===== src/rtl/linear_layer_seq.sv =====
// Sequential linear layer: one signed MAC walks an NOUT x NIN weight matrix row-major,
// producing sat((sum_j W[i][j]*x[j]) >>> FRAC) per row behind valid/ready handshakes.
module linear_layer_seq #(
  parameter int WIDTH = 16,
  parameter int NIN   = 4,
  parameter int NOUT  = 3,
  parameter int FRAC  = 8,
  parameter int ACC_W = 2*WIDTH + $clog2(NIN) + 1,
  parameter logic [WIDTH*NIN*NOUT-1:0] WEIGHTS_MATRIX_FLAT = '0
) (
  input  logic                    clk,
  input  logic                    rst_n,
  input  logic                    in_valid_i,
  output logic                    in_ready_o,
  input  logic signed [WIDTH-1:0] in_i [NIN],
  output logic                    out_valid_o,
  input  logic                    out_ready_i,
  output logic signed [WIDTH-1:0] out_o [NOUT],
  output logic                    sat_flag_o,
  output logic                    busy_o,
  output logic [1:0]              state_o
);

  // Handshakes: a transfer happens on a rising edge where valid && ready are both high;
  // valid never depends combinationally on ready, and ready/valid are pure state decodes.

  localparam int ROW_W = (NOUT > 1) ? $clog2(NOUT) : 1;
  localparam int COL_W = (NIN > 1) ? $clog2(NIN) : 1;

  localparam logic signed [ACC_W-1:0] SAT_MAX = {{(ACC_W-WIDTH+1){1'b0}}, {(WIDTH-1){1'b1}}};
  localparam logic signed [ACC_W-1:0] SAT_MIN = {{(ACC_W-WIDTH+1){1'b1}}, {(WIDTH-1){1'b0}}};
  localparam logic signed [WIDTH-1:0] OUT_MAX = {1'b0, {(WIDTH-1){1'b1}}};
  localparam logic signed [WIDTH-1:0] OUT_MIN = {1'b1, {(WIDTH-1){1'b0}}};

  typedef enum logic [1:0] {
    IDLE = 2'd0,
    MAC  = 2'd1,
    HOLD = 2'd2
  } state_t;

  state_t                    state_q, state_d;
  logic signed [WIDTH-1:0]   x_q   [NIN];
  logic signed [WIDTH-1:0]   x_d   [NIN];
  logic signed [WIDTH-1:0]   out_q [NOUT];
  logic signed [WIDTH-1:0]   out_d [NOUT];
  logic [ROW_W-1:0]          row_q, row_d;
  logic [COL_W-1:0]          col_q, col_d;
  logic signed [ACC_W-1:0]   acc_q, acc_d;
  logic                      sat_q, sat_d;

  logic signed [WIDTH-1:0]   w_mem [NOUT][NIN];
  logic signed [WIDTH-1:0]   w_sel;
  logic signed [WIDTH-1:0]   x_sel;
  logic signed [2*WIDTH-1:0] prod;
  logic signed [ACC_W-1:0]   prod_ext;
  logic signed [ACC_W-1:0]   full_sum;
  logic signed [ACC_W-1:0]   shifted;
  logic signed [WIDTH-1:0]   sat_val;
  logic                      clamp;

  // W[0][0] sits in the most significant slice of the flat parameter.
  for (genvar gi = 0; gi < NOUT; gi++) begin : g_row
    for (genvar gj = 0; gj < NIN; gj++) begin : g_col
      assign w_mem[gi][gj] = WEIGHTS_MATRIX_FLAT[(NIN*NOUT-(gi*NIN+gj))*WIDTH-1 -: WIDTH];
    end
  end

  always_comb begin
    w_sel    = w_mem[row_q][col_q];
    x_sel    = x_q[col_q];
    prod     = w_sel * x_sel;
    prod_ext = {{(ACC_W-2*WIDTH){prod[2*WIDTH-1]}}, prod};
    full_sum = acc_q + prod_ext;
    // Arithmetic shift floors toward -inf; no rounding term is added.
    shifted  = full_sum >>> FRAC;
    clamp    = 1'b0;
    sat_val  = shifted[WIDTH-1:0];
    if (shifted > SAT_MAX) begin
      sat_val = OUT_MAX;
      clamp   = 1'b1;
    end else if (shifted < SAT_MIN) begin
      sat_val = OUT_MIN;
      clamp   = 1'b1;
    end
  end

  always_comb begin
    state_d = state_q;
    x_d     = x_q;
    out_d   = out_q;
    row_d   = row_q;
    col_d   = col_q;
    acc_d   = acc_q;
    sat_d   = sat_q;
    case (state_q)
      IDLE: begin
        if (in_valid_i) begin
          x_d     = in_i;
          row_d   = '0;
          col_d   = '0;
          acc_d   = '0;
          sat_d   = 1'b0;
          state_d = MAC;
        end
      end
      MAC: begin
        if (col_q == COL_W'(NIN-1)) begin
          out_d[row_q] = sat_val;
          sat_d        = sat_q | clamp;
          acc_d        = '0;
          col_d        = '0;
          if (row_q == ROW_W'(NOUT-1)) begin
            row_d   = '0;
            state_d = HOLD;
          end else begin
            row_d = row_q + ROW_W'(1);
          end
        end else begin
          acc_d = full_sum;
          col_d = col_q + COL_W'(1);
        end
      end
      HOLD: begin
        if (out_ready_i) state_d = IDLE;
      end
      default: state_d = IDLE;
    endcase
  end

  always_ff @(posedge clk or negedge rst_n) begin
    if (!rst_n) begin
      state_q <= IDLE;
      row_q   <= '0;
      col_q   <= '0;
      acc_q   <= '0;
      sat_q   <= 1'b0;
      for (int j = 0; j < NIN; j++) x_q[j] <= '0;
      for (int i = 0; i < NOUT; i++) out_q[i] <= '0;
    end else begin
      state_q <= state_d;
      row_q   <= row_d;
      col_q   <= col_d;
      acc_q   <= acc_d;
      sat_q   <= sat_d;
      x_q     <= x_d;
      out_q   <= out_d;
    end
  end

  assign in_ready_o  = (state_q == IDLE);
  assign busy_o      = (state_q != IDLE);
  assign out_valid_o = (state_q == HOLD);
  assign out_o       = out_q;
  assign sat_flag_o  = sat_q;
  assign state_o     = state_q;

endmodule

===== config.mk =====
export PLATFORM = sky130hd
export DESIGN_NAME = linear_layer_seq
export DESIGN_NICKNAME = d
export VERILOG_FILES = /design/src/rtl/linear_layer_seq.sv
export SDC_FILE = /design/constraint.sdc
export NUM_CORES = 1
export LEC_CHECK = 0
export ABC_AREA = 1
export ABC_CLOCK_PERIOD_IN_PS = 4700
export CAP_MARGIN = 5
export CELL_PAD_IN_SITES_DETAIL_PLACEMENT = 0
export CELL_PAD_IN_SITES_GLOBAL_PLACEMENT = 2
export CORE_UTILIZATION = 28
export CTS_CLUSTER_SIZE = 24
export DETAILED_ROUTE_END_ITERATION = 6
export PLACE_DENSITY = 0.87
export SLEW_MARGIN = 20
export SYNTH_ARGS = -nofsm -noshare
export SYNTH_HDL_FRONTEND = slang
export SYNTH_SLANG_ARGS = --single-unit
export TNS_END_PERCENT = 1

===== constraint.sdc =====
create_clock -name clk -period 4.7 [get_ports clk]
set_input_delay 0.94 -clock clk [delete_from_list [all_inputs] [get_ports clk]]
set_output_delay 0.94 -clock clk [all_outputs]
set_load 0.02 [all_outputs]

==> impl_summary.txt, run 1 <==
----------------------------------------------------
[Clock network]
  Number of buffers created by CTS ... 9
  Count of H-tree levels built during CTS ... 3
  Clock-pin slew on the worst setup and hold paths ... 70 ps
  Hold-fix buffer count after cts ... 0
  CTS max path bufs ... 2
  CTS tree ... yes
  CTS sink cnt ... 86
  Later-pin clock latency in the skew report ... 340 ps
  CTS Root Buffer Type ... sky130_fd_sc_hd__clkbuf_16

[Synthesis]
  Most repeated cell in the gate-level netlist after synthesis ... sky130_fd_sc_hd__nand2_1
  Combined area of all synthesized cells ... 5200 sq um
  Syn avg cell area ... 7.68 sq um
  Proportion of synthesized chip area in sequential cells ... 41.4%
  Number of warnings issued by yosys ... 0
  Fraction of post-synthesis cell area in the top cell type by area ... 41.4%
  Count of distinct cell types in the synthesized netlist ... 28
  Most instantiated cells after synthesis ... sky130_fd_sc_hd__nand2_1, sky130_fd_sc_hd__dfrtp_1, sky130_fd_sc_hd__inv_1
  Synth Net Count ... 804
  Synth area leaders ... sky130_fd_sc_hd__dfrtp_1, sky130_fd_sc_hd__nand2_1, sky130_fd_sc_hd__ha_1, sky130_fd_sc_hd__inv_1, sky130_fd_sc_hd__nand3_1
  Async S/R FF share, synth ... 100%
  Library cell with the largest summed area after synthesis ... sky130_fd_sc_hd__dfrtp_1
  Cells after synthesis ... 677
  Number of synthesized register bits ... 86
  Most frequently used flop master after synthesis ... sky130_fd_sc_hd__dfrtp_1
  Post-synth EDFFs ... 0

[STA]
  Worst-case headroom to the max-slew limit ... 41.0%
  TNS Setup ... 0 ps
  Hold Violations, Final ... 0
  Period utilisation layout ... 92.6%
  Final Slew Violations ... 0
  Time the final worst path needs with I/O delays and setup ... 4350 ps
  Maximum operating frequency ... 0.230 GHz
  Number of setup violations in the final report ... 0
  Worst-margin pin slew ... 883 ps
  Hold Worst Slack ... 480 ps
  Final setup skew ... 6.44 ps

[Routing]
  Routed wire length ... 13200 um
  Initial detailed-routing violation count ... 234
  DR vias ... 4423
  1st-pass router iterations ... 7
  DRC violations left ... 2
  Via density per instance ... 4.50
  Wire length per cell ... 13.4 um
  Number of nets with antenna violations after detailed routing ... 0

[Global routing]
  Maximum number of pins on one net before global-route repair ... 53
  Number of global-route vias before repair ... 4178
  Total grt overflow ... 0
  Total GRT Usage ... 14.2%
  Number of antenna violations at the first check in global routing ... 0
  First-pass GRT wire length ... 21700 um

[Flow run]
  Count of max-cap constraint violations ... 0

[Die]
  Number of placed I/O pins ... 122
  Area inside the core boundary ... 18100 sq um
  Die Outline Area ... 19100 sq um
  Placement Rows ... 49
  Initial core utilization ... 28.7%
  Die Y-Extent ... 138 um
  Chip Width ... 138 um

[Critical path]
  Critical path launch point type ... flip-flop
  Number of cells on the worst reg-to-reg path ... 26
  Largest fanout on the critical path ... 8
  WP data arrival ... 4610 ps
  Type of the worst setup path ... flip-flop to flip-flop
  Worst Path Required ... 4960 ps
  Kind of capture point of the worst setup path ... flip-flop

[Min path]
  Hold path cells ... 2
  Worst hold path type ... flip-flop to flip-flop

[Status]
  Run status ... finished, violations left
  Failing checks ... design-rule violations

[Cells and area]
  Antenna cell count ... 0
  Signed area change from the synthesized netlist to the final layout ... 24.7%
  Share of post-route cells with drive strength above 1 ... 7.30%
  Number of fill cells ... 1917
  Count of nets after finishing ... 875

[Place]
  IO Port Bufs ... 61
  Half-perimeter wire length after detailed placement ... 9930 um
  Final weighted congestion in routability-driven placement ... 0.779

----------------------------------------------------
## worst max-delay path, stage by stage, from the launching register on
cell	delay, ps
sky130_fd_sc_hd__dfrtp_2	410
sky130_fd_sc_hd__inv_1	60
sky130_fd_sc_hd__nand2_1	80
sky130_fd_sc_hd__nand2_1	50
sky130_fd_sc_hd__nand2_1	60
sky130_fd_sc_hd__nand2_1	120
sky130_fd_sc_hd__ha_1	220
sky130_fd_sc_hd__ha_1	180
sky130_fd_sc_hd__ha_1	270
sky130_fd_sc_hd__ha_1	270
sky130_fd_sc_hd__ha_1	300
sky130_fd_sc_hd__ha_2	220
sky130_fd_sc_hd__fa_2	380
sky130_fd_sc_hd__nand3_1	120
sky130_fd_sc_hd__nand2_1	120
sky130_fd_sc_hd__nand2_1	100
sky130_fd_sc_hd__nand2_1	90
sky130_fd_sc_hd__nand2_1	90
sky130_fd_sc_hd__nand3_1	80
sky130_fd_sc_hd__nand2_2	110
sky130_fd_sc_hd__nand3_1	90
sky130_fd_sc_hd__nor2_2	180
sky130_fd_sc_hd__nand3_4	180
sky130_fd_sc_hd__nand2_8	160
sky130_fd_sc_hd__buf_4	130
sky130_fd_sc_hd__nand2_2	70
sky130_fd_sc_hd__o21ai_1	130
## state kept, by name (all words and copies together), names as in the netlist
name / flops
state_o: 2
x_q: 4
sat_flag_o: 1
row_q: 2
out_o: 48
acc_q: 27
col_q: 2
## routing by layer
metal	GRT usage, %	wire (um)	vias up
li1	-	-	2303
met3	3.08	338	6
met2	23.2	6200	54
met1	19.3	6550	2060
met5	0	0	-
met4	3.02	64	0
## placed cells by master, fill, tap and decap left out, types with 3 or more instances in the layout
master and count:
sky130_fd_sc_hd__nand2_1 263, sky130_fd_sc_hd__dfrtp_1 85, sky130_fd_sc_hd__inv_1 77, sky130_fd_sc_hd__clkdlybuf4s50_1 60, sky130_fd_sc_hd__ha_1 56, sky130_fd_sc_hd__nor2_1 38
sky130_fd_sc_hd__nand3_1 33, sky130_fd_sc_hd__o21ai_0 27, sky130_fd_sc_hd__o21ai_1 24, sky130_fd_sc_hd__buf_4 12, sky130_fd_sc_hd__a21oi_1 11, sky130_fd_sc_hd__nand2_2 11
sky130_fd_sc_hd__clkbuf_16 9, sky130_fd_sc_hd__nand4_1 5, sky130_fd_sc_hd__nand3b_1 4, sky130_fd_sc_hd__o21ai_2 3, sky130_fd_sc_hd__a32o_1 3, sky130_fd_sc_hd__inv_6 3
## cell type report
| class | count | area [sq um] | share of cell area [%] |
|---|---|---|---|
| clock buffers | 10 | 239 | 3.69 |
| flip-flops and latches | 86 | 2150 | 33.2 |
| multi-input cells | 502 | 2750 | 42.4 |
| inverters | 77 | 289 | 4.46 |
| repair buffers | 72 | 691 | 10.7 |
| clock inverters | 6 | 75.1 | 1.16 |
| well taps | 229 | 287 | 4.42 |
## cells by family after synthesis
kind of cell	synth area share, %
AO/OA/AOI/OAI	8.06
adder cells (fa/ha/maj)	14.5
XOR/XNOR	0.506
flip-flops	41.4
AND/OR/NAND/NOR	28.7
buffers and inverters	6.86
## timing repair
item / CTS / global route
setup buffers: 0 / 7
endpoints found under the setup margin: 0 / 46
gates resized for setup: 0 / 12
## through the flow
step | cell area [sq um] | setup WS [ps] | cells | utilization, %
2_1_floorplan | 5200 | 472 | 677 | -
3_3_place_gp | 6050 | 171 | 958 | 33.5
3_5_place_dp | 6050 | 136 | 958 | 33.5
4_1_cts | 6370 | 115 | 974 | 35.2
5_1_grt | 6480 | -1.76 | 982 | 35.8
6_report | 6480 | 347 | 982 | 35.8
## path summary, 6_finish.rpt
path | slack (ps) | to | from
min in group asynchronous | 630 | out_o[20] | rst_n
min | 480 | x_q[63] | x_q[63]
max reg2reg | 350 | out_o[22] | col_q[0]
max | 350 | out_o[22] | col_q[0]
min reg2reg | 480 | x_q[63] | x_q[63]
max in group asynchronous | 3150 | acc_q[26] | rst_n
Power of run 1 is not shown: default switching activity piles up to over one toggle a cycle in this logic, so the estimate is an artifact.
==> run 2: changes to the inputs <==
Settings changed: SLEW_MARGIN 20 to unset.
==> results of run 2 <==
The final DEF is identical to that of run 1; final timing and power are the same.
Power of run 2 is left out for the same reason.
